==> config.mk <==
export PLATFORM = sky130hd
export DESIGN_NAME = meas_sequencer
export DESIGN_NICKNAME = d
export VERILOG_FILES = /design/src/rtl/meas_sequencer.sv
export SDC_FILE = /design/constraint.sdc
export NUM_CORES = 1
export LEC_CHECK = 0
export CELL_PAD_IN_SITES_DETAIL_PLACEMENT = 2
export CELL_PAD_IN_SITES_GLOBAL_PLACEMENT = 2
export CORE_ASPECT_RATIO = 1.1
export CORE_UTILIZATION = 25
export CTS_BUF_LIST = sky130_fd_sc_hd__clkbuf_2 sky130_fd_sc_hd__clkbuf_4 sky130_fd_sc_hd__clkbuf_8
export DETAILED_ROUTE_END_ITERATION = 8
export PLACE_DENSITY_LB_ADDON = 0.1
export SLEW_MARGIN = 20
export SYNTH_ARGS = -nofsm -noshare
export SYNTH_HDL_FRONTEND = slang
export SYNTH_SLANG_ARGS = --single-unit
==> constraint.sdc <==
create_clock -name clk -period 4.1 [get_ports clk]
set_input_delay 0.41 -clock clk [delete_from_list [all_inputs] [get_ports clk]]
set_output_delay 0.41 -clock clk [all_outputs]
set_load 0.05 [all_outputs]
==> src/rtl/meas_sequencer.sv <==
// -----------------------------------------------------------------------------
// meas_sequencer
//
// Measurement scheduler for the clk_512k domain. After an accepted start it
// optionally runs one SPI chip-configuration pass, then runs n_rep repetitions
// of the DAC/ADC task. Repetitions are separated by t_gap idle cycles. After
// each repetition a force_flip pulse tells the ADC ping-pong FIFO to swap
// buffers, so the host sees one buffer per repetition. A repetition does not
// start while the ping-pong FIFO reports full.
//
// Optional build macro: MEAS_SEQ_TIMEOUT_EN
//   defined   : a wait-state watchdog (limit t_timeout, 0 = off) sets the
//               sticky seq_err flag and abandons the sequence.
//   undefined : no watchdog, seq_err is tied low, t_timeout is ignored.
//
// Ports
//   clk            clock (clk_512k)
//   rst            asynchronous reset, active low
//   start          begin a sequence (only honoured when idle)
//   abort          synchronous abort back to idle, highest priority
//   cfg_en         run the SPI configuration pass first (sampled at start)
//   n_rep          repetition count, 0 treated as 1 (sampled at start)
//   t_gap          idle cycles between repetitions (sampled at start)
//   t_timeout      watchdog limit in cycles (sampled at start)
//   done_spi       SPI FSM done, rising edge used
//   done_task      task FSM done, rising edge used
//   full_ppfifo    ping-pong FIFO full
//   trigger_config one-cycle pulse to the SPI FSM
//   trigger_task   one-cycle pulse to the task FSM
//   force_flip     one-cycle pulse to the ping-pong FIFO
//   busy           high whenever the sequencer is not idle
//   seq_done       one-cycle pulse on normal completion
//   seq_err        sticky watchdog flag, cleared by the next accepted start
//   rep_cnt        repetitions completed in the current sequence
// -----------------------------------------------------------------------------
module meas_sequencer #(
    parameter int REP_W  = 16,
    parameter int TIME_W = 32
) (
    input  logic              clk,
    input  logic              rst,
    input  logic              start,
    input  logic              abort,
    input  logic              cfg_en,
    input  logic [REP_W-1:0]  n_rep,
    input  logic [TIME_W-1:0] t_gap,
    input  logic [TIME_W-1:0] t_timeout,
    input  logic              done_spi,
    input  logic              done_task,
    input  logic              full_ppfifo,
    output logic              trigger_config,
    output logic              trigger_task,
    output logic              force_flip,
    output logic              busy,
    output logic              seq_done,
    output logic              seq_err,
    output logic [REP_W-1:0]  rep_cnt
);

    typedef enum logic [3:0] {
        ST_IDLE      = 4'd0,
        ST_CFG_TRIG  = 4'd1,
        ST_CFG_WAIT  = 4'd2,
        ST_READY     = 4'd3,
        ST_TASK_TRIG = 4'd4,
        ST_TASK_WAIT = 4'd5,
        ST_FLIP      = 4'd6,
        ST_GAP       = 4'd7,
        ST_FINISH    = 4'd8
    } state_t;

    state_t            state_q, state_d;
    logic [REP_W-1:0]  n_rep_q, n_rep_d;
    logic [REP_W-1:0]  rep_cnt_q, rep_cnt_d;
    logic [TIME_W-1:0] t_gap_q, t_gap_d;
    logic [TIME_W-1:0] gap_cnt_q, gap_cnt_d;

    // One register stage on each done input, plus the previous sample, so an
    // event is a clean low-to-high transition seen in this clock domain.
    logic spi_sync_q, spi_prev_q;
    logic task_sync_q, task_prev_q;
    logic spi_evt, task_evt;

    assign spi_evt  = spi_sync_q  & ~spi_prev_q;
    assign task_evt = task_sync_q & ~task_prev_q;

`ifdef MEAS_SEQ_TIMEOUT_EN
    logic [TIME_W-1:0] t_timeout_q, t_timeout_d;
    logic [TIME_W-1:0] wait_cnt_q, wait_cnt_d;
    logic              seq_err_q, seq_err_d;
    logic              wait_expired;

    // wait_cnt_q is 0 in the first wait cycle, so expiry after exactly
    // t_timeout wait cycles is the cycle where the count is t_timeout-1.
    assign wait_expired = (t_timeout_q != '0) && (wait_cnt_q == t_timeout_q - TIME_W'(1));
    assign seq_err      = seq_err_q;
`else
    logic unused_timeout;
    assign unused_timeout = ^t_timeout;
    assign seq_err        = 1'b0;
`endif

    always_comb begin
        state_d        = state_q;
        n_rep_d        = n_rep_q;
        rep_cnt_d      = rep_cnt_q;
        t_gap_d        = t_gap_q;
        gap_cnt_d      = gap_cnt_q;
        trigger_config = 1'b0;
        trigger_task   = 1'b0;
        force_flip     = 1'b0;
        seq_done       = 1'b0;
`ifdef MEAS_SEQ_TIMEOUT_EN
        t_timeout_d    = t_timeout_q;
        wait_cnt_d     = wait_cnt_q;
        seq_err_d      = seq_err_q;
`endif
        if (abort) begin
            // Everything else (rep_cnt, seq_err) holds; pulses stay low.
            state_d = ST_IDLE;
        end else begin
            case (state_q)
                ST_IDLE: begin
                    if (start) begin
                        n_rep_d   = (n_rep == '0) ? REP_W'(1) : n_rep;
                        t_gap_d   = t_gap;
                        rep_cnt_d = '0;
`ifdef MEAS_SEQ_TIMEOUT_EN
                        t_timeout_d = t_timeout;
                        seq_err_d   = 1'b0;
`endif
                        state_d   = cfg_en ? ST_CFG_TRIG : ST_READY;
                    end
                end
                ST_CFG_TRIG: begin
                    trigger_config = 1'b1;
`ifdef MEAS_SEQ_TIMEOUT_EN
                    wait_cnt_d = '0;
`endif
                    state_d = ST_CFG_WAIT;
                end
                ST_CFG_WAIT: begin
                    if (spi_evt) begin
                        state_d = ST_READY;
`ifdef MEAS_SEQ_TIMEOUT_EN
                    end else if (wait_expired) begin
                        seq_err_d = 1'b1;
                        state_d   = ST_IDLE;
                    end else begin
                        wait_cnt_d = wait_cnt_q + TIME_W'(1);
`endif
                    end
                end
                ST_READY: begin
                    if (!full_ppfifo) begin
                        state_d = ST_TASK_TRIG;
                    end
                end
                ST_TASK_TRIG: begin
                    trigger_task = 1'b1;
`ifdef MEAS_SEQ_TIMEOUT_EN
                    wait_cnt_d = '0;
`endif
                    state_d = ST_TASK_WAIT;
                end
                ST_TASK_WAIT: begin
                    if (task_evt) begin
                        state_d = ST_FLIP;
`ifdef MEAS_SEQ_TIMEOUT_EN
                    end else if (wait_expired) begin
                        seq_err_d = 1'b1;
                        state_d   = ST_IDLE;
                    end else begin
                        wait_cnt_d = wait_cnt_q + TIME_W'(1);
`endif
                    end
                end
                ST_FLIP: begin
                    force_flip = 1'b1;
                    rep_cnt_d  = rep_cnt_q + REP_W'(1);
                    if (rep_cnt_d == n_rep_q) begin
                        state_d = ST_FINISH;
                    end else if (t_gap_q == '0) begin
                        state_d = ST_READY;
                    end else begin
                        gap_cnt_d = t_gap_q - TIME_W'(1);
                        state_d   = ST_GAP;
                    end
                end
                ST_GAP: begin
                    if (gap_cnt_q == '0) begin
                        state_d = ST_READY;
                    end else begin
                        gap_cnt_d = gap_cnt_q - TIME_W'(1);
                    end
                end
                ST_FINISH: begin
                    seq_done = 1'b1;
                    state_d  = ST_IDLE;
                end
                default: begin
                    state_d = ST_IDLE;
                end
            endcase
        end
    end

    always_ff @(posedge clk or negedge rst) begin
        if (!rst) begin
            state_q     <= ST_IDLE;
            n_rep_q     <= '0;
            rep_cnt_q   <= '0;
            t_gap_q     <= '0;
            gap_cnt_q   <= '0;
            spi_sync_q  <= 1'b0;
            spi_prev_q  <= 1'b0;
            task_sync_q <= 1'b0;
            task_prev_q <= 1'b0;
`ifdef MEAS_SEQ_TIMEOUT_EN
            t_timeout_q <= '0;
            wait_cnt_q  <= '0;
            seq_err_q   <= 1'b0;
`endif
        end else begin
            state_q     <= state_d;
            n_rep_q     <= n_rep_d;
            rep_cnt_q   <= rep_cnt_d;
            t_gap_q     <= t_gap_d;
            gap_cnt_q   <= gap_cnt_d;
            spi_sync_q  <= done_spi;
            spi_prev_q  <= spi_sync_q;
            task_sync_q <= done_task;
            task_prev_q <= task_sync_q;
`ifdef MEAS_SEQ_TIMEOUT_EN
            t_timeout_q <= t_timeout_d;
            wait_cnt_q  <= wait_cnt_d;
            seq_err_q   <= seq_err_d;
`endif
        end
    end

    assign busy    = (state_q != ST_IDLE);
    assign rep_cnt = rep_cnt_q;

endmodule
==> out/qor.txt <==
=================================================================================
IR Drop Worst-Case VDD                                                     191 µV
Worst slew margin relative to its limit                                     54.6%
Syn nets                                                                      862
Number of buffers added for setup after CTS                                     0
Pin count of the biggest net entering global routing                           50
Crit. Startpoint                                                     rep_cnt[0]$_DFFE_PN0P_
Crit Reg-Reg Endpoint                                                gap_cnt_q[11]$_DFFE_PN0P_
Post-synth top flop                                                  sky130_fd_sc_hd__dfrtp_1
Flop-to-flop setup slack                                                  0.38 ns
Count of clock tree sinks                                                     104
Area added between synthesis and finish                                     22.3%
Synthesis Warnings                                                              0
H-Tree Depth                                                                    3
Sum Neg Setup Slack                                                          0 ns
Number of failing setup endpoints in the final timing report                    0
Antenna cells                                                                   0
Clock Tree Buf Depth                                                            2
Seq/Total Area, Yosys                                                       39.3%
# nets final                                                                  930
Final worst path period need                                              3.72 ns
Hold/Removal Path Class                                                reg -> reg
Result of the run                                                    finished clean
Highest fanout seen on the critical path                                       33
Power density relative to cell area                                    537 nW/µm²
Clock Tree Root                                                      sky130_fd_sc_hd__clkbuf_8
Total clock buffers created by CTS                                              9
Per-instance average area after synthesis                                8.59 µm²
FF-to-FF path depth                                                            10
Placed cell count                                                            1180
Final hold violation count                                                      0
Height of the die                                                          173 µm
Final standard cell count with taps included and fillers excluded            1195
Final core utilization                                                      31.1%
Final ANT Viol Nets                                                             0
Final weighted congestion in routability-driven placement                   0.779
Count of boundary I/O pins                                                    110
Synth cell count leaders                                             sky130_fd_sc_hd__dfrtp_1, sky130_fd_sc_hd__nand2_1, sky130_fd_sc_hd__nor2_1
Worst hold path endpoint                                             spi_prev_q$_DFF_PN0_
CTS tree                                                                    built
Effective utilization at floorplan                                          25.4%
Cell area after technology mapping                                       6630 µm²
X dimension of the die                                                     157 µm
Total congestion overflow                                                       0
Number of global-route vias before repair                                    7204
Critical path launch point type                                          register
Post-DR vias/cell                                                            5.38
Crit Path Category                                                     reg -> reg
Worst clock skew on the final layout                                    0.0111 ns
Library cell occupying the most area in the post-synthesis netlist   sky130_fd_sc_hd__dfrtp_1
Synthesis-stage register bit count                                            104
Drt wl/cell                                                               20.7 µm
Via Count                                                                    6427
Worst slack at placement                                                 0.235 ns
Initial antenna violation count                                                 0
First-iteration detailed-routing DRC count                                    199
Slew of the pin with the lowest slew margin                              0.674 ns
Yosys top cell area share                                                   39.3%
Highest Clock Rate                                                      0.269 GHz
Cell depth of the worst hold path                                               0
Floorplan Core Area                                                     26100 µm²
Later-pin clock latency in the skew report                                0.40 ns
Layout cell share with drive strength beyond 1                              13.3%
Total count of max-transition violations in the final report                    0
Data required time at the worst endpoint                                  4.39 ns
Worst flop-to-flop path startpoint                                   rep_cnt[0]$_DFFE_PN0P_
Static leakage                                                            3.09 nW
Setup repair after global routing missed its margin                            no
Type of destination of the critical path                                 register
Share of the clock period used by the worst path after layout               90.8%
Async set-reset flop share out of synthesis                                  100%
Global-route wire length before repair                                   40100 µm
Cells taking the most area after synthesis                           sky130_fd_sc_hd__dfrtp_1, sky130_fd_sc_hd__mux2_2, sky130_fd_sc_hd__o21ai_0, sky130_fd_sc_hd__a21oi_1, sky130_fd_sc_hd__nand2_1
Data arrival, critical path                                               4.01 ns
Clock transition at path regs                                             0.11 ns
Overall routing resource usage                                              19.1%
Number of instances in the synthesized netlist                                772
Total design power                                                      0.00435 W
Die Footprint                                                           27200 µm²
Distinct cell type count of the synthesized netlist                            67
Slack of the critical path                                               0.376 ns
Min-delay src                                                        spi_sync_q$_DFF_PN0_
Number of enable-type register cells in the synthesized netlist                 0
Port bufs                                                                      76
Final wirelength                                                         24800 µm
Count of unresolved DRC violations after routing                                0
Detailed placement HPWL                                                  17700 µm
Most repeated cell in the gate-level netlist after synthesis         sky130_fd_sc_hd__dfrtp_1
Total iterations of the first detailed-routing run                              4
Row cnt                                                                        62
Count of maximum capacitance violations                                         0
=================================================================================
==> area by class of cell <==
| type | count | area [µm²] |
|---|---|---|
| timing repair buffer | 113 | 1070 |
| clock buffer | 10 | 131 |
| inverter | 11 | 41.3 |
| multi-input combinational | 601 | 3770 |
| sequential | 104 | 2600 |
| fill | 2982 | 18000 |
| clock inverter | 4 | 47.5 |
| tap | 352 | 440 |
==> layer usage <==
metal / share of wire [%] / GRT usage [%]
met1: 44 / 22.8
met2: 53 / 35.3
met3: 1.7 / 2.18
met4: 1.4 / 5.34
met5: 0 / 0
==> worst max path at each step <==
stage,end,depth (start not counted)
6_report,gap_cnt_q[11]$_DFFE_PN0P_,10
3_5_place_dp,gap_cnt_q[11]$_DFFE_PN0P_,10
5_1_grt,gap_cnt_q[11]$_DFFE_PN0P_,10
3_3_place_gp,gap_cnt_q[10]$_DFFE_PN0P_,10
4_1_cts,gap_cnt_q[11]$_DFFE_PN0P_,10
2_1_floorplan,gap_cnt_q[18]$_DFFE_PN0P_,15
==> state kept, by name (all words and copies together) (netlist names) <==
signal	flops
task_prev_q	1
spi_sync_q	1
state_q	4
spi_prev_q	1
rep_cnt	16
task_sync_q	1
gap_cnt_q	32
t_gap_q	32
n_rep_q	16
==> stage by stage <==
step	area, µm²	hold WS, ns
after floorplan	6630	0.114
after global placement	7900	0.360
after detailed placement	7910	0.375
after CTS	8100	0.398
after global routing	8110	0.409
final	8110	0.392
==> worst max-delay path, stage by stage, from the launching register on <==
cell	delay [ns]
sky130_fd_sc_hd__dfrtp_1	0.48
sky130_fd_sc_hd__ha_1	0.21
sky130_fd_sc_hd__and4_1	0.33
sky130_fd_sc_hd__a32oi_1	0.16
sky130_fd_sc_hd__a311o_1	0.29
sky130_fd_sc_hd__or4_1	0.59
sky130_fd_sc_hd__or4_4	0.54
sky130_fd_sc_hd__o31ai_4	0.30
sky130_fd_sc_hd__buf_12	0.25
sky130_fd_sc_hd__o21ai_0	0.13
sky130_fd_sc_hd__a221oi_1	0.33
==> cell families (layout without fill, tap and decap cells) <==
group	Yosys count	in the layout	synth area share, %
compound gates	209	209	20.0
mux	53	53	8.91
other cells	1	1	0.0566
xor+xnor	19	19	2.51
simple gates	317	317	24.7
fa+ha+maj	2	2	0.377
flops	104	104	39.3
buf+inv	67	138	4.17
==> layout by cell type (no fill, tap or decap), drive strengths merged, types with 5 or more instances in the layout <==
cell type / n
nor2: 66
and3: 6
nand4: 9
nor4: 23
buf: 37
xor2: 11
inv: 10
a211oi: 11
o221ai: 5
mux2: 48
nand2: 73
nand2b: 8
or4: 7
a21oi: 56
a31oi: 6
dfrtp: 104
clkbuf: 10
nor3: 47
or3: 15
clkdlybuf4s50: 75
xnor2: 8
o21ai: 71
o31ai: 10
nor3b: 20
a221oi: 8
and2: 6
nand3: 14
mux2i: 5
==> where the power goes <==
group	switching, W	leakage (nW)	internal (W)
logic	0.000883	1.69	0.000847
clock network	0.000387	0.0914	0.000282
registers	0.000560	1.32	0.00139
==> what timing repair did <==
action                                  in CTS  in global routing
gates resized for setup                      0                  1
hold buffers                                 1                  0
endpoints found under the hold margin       30                  0
endpoints found under the setup margin       0                  1
Note: power is estimated with default switching activity, not from simulation.
